`src/rtl/square_iter_if.sv`:
```
// Handshake bundle for the iterative squarer: go/root request side,
// sq/busy/done completion side.
interface square_iter_if #(
  parameter int WIDTH = 8
);
  logic               go;
  logic [WIDTH-1:0]   root;
  logic [2*WIDTH-1:0] sq;
  logic               busy;
  logic               done;

  modport master (output go, root, input sq, busy, done);
  modport slave  (input go, root, output sq, busy, done);
endinterface

```
`src/rtl/square_iter.sv`:
```
// Iterative shift-add squarer: sq = root*root, one multiplier bit per clock,
// WIDTH cycles per operation, go/done handshake shared with the sqrt unit.
module square_iter #(
  parameter int WIDTH = 8
) (
  input  logic         clk,
  input  logic         rst,
  square_iter_if.slave bus
);

  localparam int SQ_W  = 2 * WIDTH;
  localparam int CNT_W = $clog2(WIDTH);

  typedef enum logic {
    IDLE,
    CALC
  } state_t;

  state_t            state, state_nxt;
  logic [SQ_W-1:0]   acc, acc_sum;
  logic [SQ_W-1:0]   mcand;
  logic [WIDTH-1:0]  mplier;
  logic [CNT_W-1:0]  cnt;
  logic [SQ_W-1:0]   sq_q;
  logic              done_q;
  logic              accept;
  logic              last_bit;

  // NOTE: sequential state uses non-blocking (<=) so every register samples
  // the pre-edge values of the others, regardless of statement order.
  always_ff @(posedge clk) begin
    if (rst) state <= IDLE;
    else     state <= state_nxt;
  end

  // NOTE: every output of this block gets a default first, so no path
  // through the case leaves a signal unassigned and no latch is inferred.
  always_comb begin
    state_nxt = state;
    accept    = 1'b0;
    last_bit  = 1'b0;
    acc_sum   = acc + (mplier[0] ? mcand : '0);
    case (state)
      IDLE: begin
        if (bus.go) begin
          accept    = 1'b1;
          state_nxt = CALC;
        end
      end
      CALC: begin
        if (cnt == CNT_W'(WIDTH - 1)) begin
          last_bit  = 1'b1;
          state_nxt = IDLE;
        end
      end
      default: state_nxt = IDLE;
    endcase
  end

  // Operands are captured on the accepting edge, so root/go activity during
  // CALC cannot disturb the running product.
  always_ff @(posedge clk) begin
    if (rst) begin
      acc    <= '0;
      mcand  <= '0;
      mplier <= '0;
      cnt    <= '0;
      sq_q   <= '0;
      done_q <= 1'b0;
    end else begin
      done_q <= 1'b0;
      if (accept) begin
        mcand  <= {{WIDTH{1'b0}}, bus.root};
        mplier <= bus.root;
        acc    <= '0;
        cnt    <= '0;
      end else if (state == CALC) begin
        acc    <= acc_sum;
        mcand  <= mcand << 1;
        mplier <= mplier >> 1;
        cnt    <= cnt + 1'b1;
        if (last_bit) begin
          sq_q   <= acc_sum;
          done_q <= 1'b1;
        end
      end
    end
  end

  assign bus.sq   = sq_q;
  assign bus.busy = (state == CALC);
  assign bus.done = done_q;

endmodule

```
`src/flat_wrapper.sv`:
```
// flat-port wrapper written by rule: the top's interface ports become plain ports
module square_iter_flat 
#(
  parameter int WIDTH = 8
)
  (clk, rst, bus_go, bus_root, bus_sq, bus_busy, bus_done);
  square_iter_if #(.WIDTH(WIDTH)) bus_i ();
  input  logic clk;
  input  logic rst;
  input wire logic [$bits(bus_i.go)-1:0] bus_go;
  input wire logic [$bits(bus_i.root)-1:0] bus_root;
  output wire logic [$bits(bus_i.sq)-1:0] bus_sq;
  output wire logic [$bits(bus_i.busy)-1:0] bus_busy;
  output wire logic [$bits(bus_i.done)-1:0] bus_done;
  assign bus_i.go = bus_go;
  assign bus_i.root = bus_root;
  assign bus_sq = bus_i.sq;
  assign bus_busy = bus_i.busy;
  assign bus_done = bus_i.done;
  square_iter #(.WIDTH(WIDTH)) u_core (.clk(clk), .rst(rst), .bus(bus_i));
endmodule
```
`config.mk`:
```
export PLATFORM = sky130hd
export DESIGN_NAME = square_iter_flat
export DESIGN_NICKNAME = d
export VERILOG_FILES = /design/src/rtl/square_iter_if.sv /design/src/rtl/square_iter.sv /design/src/flat_wrapper.sv
export SDC_FILE = /design/constraint.sdc
export NUM_CORES = 1
export LEC_CHECK = 0
export CAP_MARGIN = 20
export CORE_ASPECT_RATIO = 1.1
export CORE_UTILIZATION = 50
export DETAILED_ROUTE_END_ITERATION = 8
export DONT_BUFFER_PORTS = 1
export MAX_ROUTING_LAYER = met4
export PLACE_DENSITY_LB_ADDON = 0.1
export SETUP_SLACK_MARGIN = 0.5
export SLEW_MARGIN = 25
export SYNTH_ARGS = -nofsm -noshare
export SYNTH_HDL_FRONTEND = slang
export SYNTH_SLANG_ARGS = --single-unit
```
`constraint.sdc`:
```
create_clock -name clk -period 2.7 [get_ports clk]
set_clock_uncertainty 0.05 [all_clocks]
set_input_delay 0.405 -clock clk [delete_from_list [all_inputs] [get_ports clk]]
set_output_delay 0.405 -clock clk [all_outputs]
set_load 0.03 [all_outputs]
```
==> results.json, run 1 <==
{
  "coreArea_sq_mm": 0.00616,
  "die_w_microns": 77.9,
  "gr-total-overflow": 0,
  "synth_top_area_share": 0.386,
  "syn_to_final_growth_pct": 31.3,
  "synth_area_per_cell_sq_um": 8.79,
  "status": "complete, no violations",
  "power.clock.fraction": 0.446,
  "synth_top_area_cell": "dfxtp_1",
  "cts_buffer_depth": 2,
  "ant_nets": 0,
  "design.die.area_sq_mm": 0.00665,
  "worstHoldPathType": "input pin to flip-flop",
  "startpoint_type": "flip-flop",
  "drt-total-wl_mm": 8.39,
  "hold_viol": 0,
  "dp_hpwl_mm": 4.94,
  "cts.sinks": 61,
  "synth_seq_cells": 61,
  "nFillCells": 479,
  "nNetsFinal": 416,
  "rsz0062_at_grt": "yes",
  "grt_pass1_wl_mm": 13.0,
  "root_buffer": "clkbuf_8",
  "p_per_area_mw_per_mm2": 495,
  "post-route-period-util": 0.934,
  "viasPerCell": 5.80,
  "grt_pass1_vias": 2643,
  "num_vias": 2738,
  "antenna_found_initial": 0,
  "p_leak_nw": 1.63,
  "io_pins": 29,
  "gp_congestion": 0.886,
  "cp_cell_sequence": "buf_6 -> and2_4 -> fa_2 -> a211oi_4 -> o21bai_1 -> a2111oi_2 -> or3_4 -> xor2_1 -> o21ai_1",
  "p_comb_frac": 0.092,
  "drive_gt1_frac": 0.296,
  "fin_setup_tns_ns": 0,
  "cp_max_fo": 5,
  "fin_crit_ns": 2.52,
  "hold-path-cell-count": 1,
  "slowest_delay_ns": 0.42,
  "seq_area_sq_mm": 0.00123,
  "dieHeight_microns": 85.4,
  "ys.flop_type": "dfxtp_1",
  "maxCapViolCount": 0,
  "slowest_stage": "a2111oi_2",
  "end_kind": "flip-flop",
  "worst_pin_slew_ns": 0.803,
  "syn_area_sq_mm": 0.00316,
  "seqPwrFrac": 0.463,
  "synthArstFlopShare": 0,
  "rr_worst_depth": 9,
  "syn-num-nets": 389,
  "synth_edf_count": 0,
  "intPower_mw": 1.56,
  "multi_input_area_sq_mm": 0.00226,
  "cts_buffers": 9,
  "fin_cells": 472,
  "fmax_ghz": 0.397,
  "critical_path_class": "flip-flop to flip-flop",
  "path_depth": 9,
  "synthTopCellsByArea": "dfxtp_1 39%, mux2i_1 11%, ha_1 6.7%, nor2_1 5.1%, o21ai_0 4.3%",
  "crit_required_ns": 2.88,
  "setup_viol_count_final": 0,
  "ys_seq_area_frac": 0.386,
  "cts_tree": "done",
  "diodes": 0,
  "remaining_drc_errors": 0,
  "initial_utilization": 0.514,
  "crit_family": "compound AO/OA/AOI/OAI gates",
  "worstSkewPairLatency_ns": 0.35,
  "drtIter0Drc": 172,
  "rows": 30,
  "p_switching_mw": 0.496,
  "crit_buf_inv": 1,
  "route.detailed.wl_per_inst_microns": 17.8,
  "clk_pin_slew_ns": 0.07,
  "cp.arrival_ns": 2.70,
  "syn_inst": 360,
  "grt_max_degree": 27,
  "relSlewSlack": 0.465,
  "grtUsageTotal": 0.264,
  "drv_slew": 0,
  "dr.pass1.iters": 4,
  "vdd_drop_max_v": 0.000273,
  "switching_share": 0.241,
  "place.port_buffers": 0,
  "yosys_warnings": 0,
  "place_inst": 423,
  "synth.distinct_cells": 51,
  "htree_levels": 3
}
==> per-stage QoR <==
stage / setup slack [ns] / instance area (sq um) / hold slack (ns) / util / power [mW]
6_report: 0.179 / 4160 / 0.0813 / 0.675 / 2.06
5_1_grt: 0.113 / 4160 / 0.0558 / 0.675 / 2.15
4_1_cts: 0.281 / 3930 / 0.0679 / 0.639 / 2.06
3_5_place_dp: 0.213 / 3280 / 0.414 / 0.533 / 1.11
3_3_place_gp: 0.283 / 3280 / 0.409 / 0.533 / 1.11
2_1_floorplan: 0.345 / 3250 / 0.395 / - / 1.09
==> layer usage <==
| metal | GRT usage | vias up | wire length, microns |
|---|---|---|---|
| met5 | - | - | 0 |
| met2 | 0.401 | 103 | 3970 |
| met4 | 0.105 | 0 | 212 |
| met3 | 0.0634 | 22 | 583 |
| met1 | 0.337 | 1291 | 3620 |
| li1 | - | 1322 | - |
==> power groups by stage <==
stage          combinational (mW)  sequential, mW  clock [mW]
2_1_floorplan               0.131           0.960           0
3_3_place_gp                0.138           0.972           0
3_5_place_dp                0.140           0.972           0
4_1_cts                     0.179           0.950       0.932
5_1_grt                     0.207           0.954       0.985
6_report                    0.188           0.951       0.917
==> registers in the layout, summed over array words and instances, names as in the netlist <==
register / flops
u_core.acc: 16
u_core.bus.sq: 16
u_core.mcand: 16
u_core.mplier: 8
u_core.cnt: 3
u_core.bus.busy: 1
u_core.bus.done: 1
==> worst paths after layout <==
kind	start	end	slack (ns)
hold reg to reg	u_core.acc[11]	u_core.acc[11]	0.42
setup / recovery	u_core.mplier[0]	u_core.bus.sq[8]	0.18
setup reg to reg	u_core.mplier[0]	u_core.bus.sq[8]	0.18
hold / removal	rst	u_core.mplier[0]	0.08
==> synthesized netlist by cell type, types with 2 or more instances <==
| master | n |
|---|---|
| dfxtp_1 | 61 |
| nor2_1 | 43 |
| mux2i_1 | 34 |
| nand2_1 | 32 |
| o21ai_0 | 27 |
| ha_1 | 17 |
| clkbuf_1 | 16 |
| and2_1 | 15 |
| a21oi_1 | 14 |
| nand3_1 | 10 |
| a22o_1 | 8 |
| xnor2_1 | 8 |
| a211oi_1 | 6 |
| xor2_1 | 6 |
| a21o_1 | 5 |
| nor3_1 | 5 |
| o21a_1 | 5 |
| nand4_1 | 4 |
| buf_1 | 3 |
| buf_2 | 3 |
| inv_1 | 3 |
| a31oi_1 | 2 |
| o21bai_1 | 2 |
| or2_2 | 2 |
| or3_1 | 2 |
| or4_1 | 2 |
==> cell type report <==
| type | instances | area share |
|---|---|---|
| multi-input cells | 272 | 0.544 |
| flip-flops and latches | 61 | 0.295 |
| repair buffers | 39 | 0.0786 |
| clock buffers | 11 | 0.0340 |
| well taps | 80 | 0.0241 |
| clock inverters | 5 | 0.0202 |
| inverters | 4 | 0.00361 |
==> timing repair <==
action	4_1_cts	5_1_grt
cloned	0	0
pin swaps	26	20
gates resized for setup	47	36
endpoints found under the setup margin	16	20
hold endpoints to repair	0	0
buffers inserted	27	6
hold buffers	0	0
==> worst reg2reg max path, cell delays in order (launching register included) <==
cell and delay (ns):
dfxtp_4 0.36, buf_6 0.13, and2_4 0.17, fa_2 0.39, a211oi_4 0.28, o21bai_1 0.15, a2111oi_2 0.42, or3_4 0.23
xor2_1 0.16, o21ai_1 0.08
==> layout by cell type, fill, tap and decap left out, types with 10 or more instances in the layout <==
cell type / synthesis / layout
ha_4: 0 / 11
nor2_1: 43 / 43
mux2i_1: 34 / 34
buf_4: 1 / 30
nand2_1: 32 / 32
o21ai_0: 27 / 17
clkbuf_8: 0 / 10
a21oi_1: 14 / 10
dfxtp_1: 61 / 59
==> kinds of logic (layout without fill, tap and decap cells) <==
group / Yosys count / count (layout) / share of synthesized area
DFF: 61 / 61 / 0.386
muxes: 34 / 34 / 0.108
AOI/OAI and AO/OA: 83 / 83 / 0.178
and+or+nand+nor: 123 / 123 / 0.182
buffers and inverters: 27 / 59 / 0.0344
adders and majority gates: 18 / 18 / 0.0735
xor gates and xnor gates: 14 / 14 / 0.0388
No activity file was read; power rests on OpenSTA's default activity.
==> run 2, diff against run 1 <==
--- a/config.mk
+++ b/config.mk
@@ -6,8 +6,10 @@
 export NUM_CORES = 1
 export LEC_CHECK = 0
 export CAP_MARGIN = 20
+export CELL_PAD_IN_SITES_DETAIL_PLACEMENT = 0
+export CELL_PAD_IN_SITES_GLOBAL_PLACEMENT = 1
 export CORE_ASPECT_RATIO = 1.1
-export CORE_UTILIZATION = 50
+export CORE_UTILIZATION = 43
 export DETAILED_ROUTE_END_ITERATION = 8
 export DONT_BUFFER_PORTS = 1
 export MAX_ROUTING_LAYER = met4
==> run 2 against run 1 <==
Clock power is 17% lower. Sequential power is 0.5% lower. Non-clock buffer count is 4 lower. Wire length is 5.3% lower. Via count is 3.9% lower. Sequential share of layout area is 0.83 points higher. Combinational power hardly changed. Cell count stayed put. Highest routed layer unchanged. Worst setup slack better by 0.089 ns.
==> results.json, run 2 (synthesized netlist as in run 1, its figures left out) <==
{
  "status": "complete, no violations",
  "fin_crit_ns": 2.43,
  "grt_pass1_wl_mm": 12.5,
  "cp.arrival_ns": 2.66,
  "dieHeight_microns": 92.0,
  "htree_levels": 3,
  "final_common_cell": "dfxtp_1",
  "switching_share": 0.253,
  "p_comb_frac": 0.099,
  "drt-total-wl_mm": 7.94,
  "nNetsFinal": 412,
  "worst_slack_ns": 0.267,
  "antenna_found_initial": 0,
  "min_from": "rst",
  "power.clock.fraction": 0.401,
  "die_w_microns": 83.8,
  "design.die.area_sq_mm": 0.00771,
  "drv_slew": 0,
  "grt_pass1_vias": 2483,
  "startpoint": "u_core.mplier[0]",
  "drive_gt1_frac": 0.274,
  "relSlewSlack": 0.590,
  "vdd_drop_max_v": 0.000249,
  "p_total_mw": 1.89,
  "remaining_drc_errors": 0,
  "root_buffer": "clkbuf_8",
  "ant_nets": 0,
  "gr-total-overflow": 0,
  "diodes": 0,
  "num_vias": 2630,
  "gp_congestion": 0.864,
  "cts_tree": "done",
  "end_kind": "flip-flop",
  "hold_viol": 0,
  "coreArea_sq_mm": 0.00705,
  "grt_max_degree": 36,
  "startpoint_type": "flip-flop",
  "viasPerCell": 5.57,
  "worstHoldPathType": "input pin to flip-flop",
  "worst_pin_slew_ns": 0.615,
  "dp_slack_ns": 0.215,
  "clk_pin_slew_ns": 0.07,
  "dr.pass1.iters": 4,
  "seqPwrFrac": 0.500,
  "fmax_ghz": 0.411,
  "cts_buffer_depth": 2,
  "worstSkewPairLatency_ns": 0.35,
  "dp_hpwl_mm": 5.00,
  "critical_path_class": "flip-flop to flip-flop",
  "post-route-period-util": 0.901,
  "place.port_buffers": 0,
  "initial_utilization": 0.449,
  "crit_required_ns": 2.93,
  "io_pins": 29,
  "r2r_start": "u_core.mplier[0]",
  "rsz0062_at_grt": "yes",
  "intPower_mw": 1.41,
  "hold_ws_ns": 0.0694,
  "postCtsHoldBufs": 0,
  "setup_viol_count_final": 0,
  "p_switching_mw": 0.479,
  "postLayoutCoreUtil": 0.574,
  "p_per_area_mw_per_mm2": 468,
  "p_leak_nw": 1.58,
  "layout_common_cells": "59 x dfxtp_1, 43 x nor2_1, 34 x mux2i_1",
  "rows": 32,
  "cts.sinks": 61,
  "cp_max_fo": 6,
  "route.detailed.wl_per_inst_microns": 16.8,
  "grtUsageTotal": 0.216,
  "drtIter0Drc": 128,
  "syn_to_final_growth_pct": 27.7,
  "cts_buffers": 9,
  "maxCapViolCount": 0,
  "fin_setup_tns_ns": 0
}
[run 2: changes by cell type in the layout (fill, tap and decap cells not counted), sizes merged]
cell,delta
buf,-4
bufinv,-2
clkbuf,+3
clkinvlp,-2
[run 2: final timing paths]
kind | slack (ns) | cells past startpoint | end
max | 0.27 | 9 | u_core.acc[14]
min | 0.07 | 1 | u_core.mplier[0]
max reg2reg | 0.27 | 9 | u_core.acc[14]
min reg2reg | 0.43 | 2 | u_core.acc[11]
[run 2: cell type report]
type / instances / area [sq um]
fillers: 598 / 3010
multi-input cells: 272 / 2220
flip-flops and latches: 61 / 1230
repair buffers: 35 / 293
clock buffers: 14 / 173
well taps: 85 / 106
inverters: 4 / 15.0
clock inverters: 1 / 5.00
[run 2: metrics by stage]
step	instance area (sq um)	instances
after floorplan	3250	360
after global placement	3310	431
after detailed placement	3310	431
after CTS	3760	460
after global routing	4040	472
final	4040	472
[run 2: power groups by stage]
stage | sequential [mW] | clock, mW | combinational [mW]
after floorplan | 0.960 | 0 | 0.131
after global placement | 0.967 | 0 | 0.150
after detailed placement | 0.968 | 0 | 0.151
after CTS | 0.945 | 0.774 | 0.171
after global routing | 0.949 | 0.820 | 0.207
final | 0.946 | 0.759 | 0.188
[run 2: layer usage]
layer  wire [microns]  share of wire  track usage  vias up
met2             3660           0.46        0.310       66
met1             3820           0.48        0.288     1224
met4              111          0.014       0.0847        0
met5                0              0            -        -
met3              343          0.043       0.0567       12
li1                 -              -            -     1328
[run 2: critical path, stage by stage, from the launching register on]
cell	delay, ns
dfxtp_4	0.36
buf_6	0.12
and2_4	0.15
ha_2	0.33
nand3_1	0.08
or4_4	0.59
nand2_4	0.11
o31ai_4	0.08
or4_1	0.41
nand3_1	0.09
[run 2: timing repair]
action                                  in CTS  in global routing
resized for setup                           33                 37
endpoints found under the setup margin      19                 20
setup buffers                               14                 12
cloned                                       0                  0
pin swaps                                   16                 21
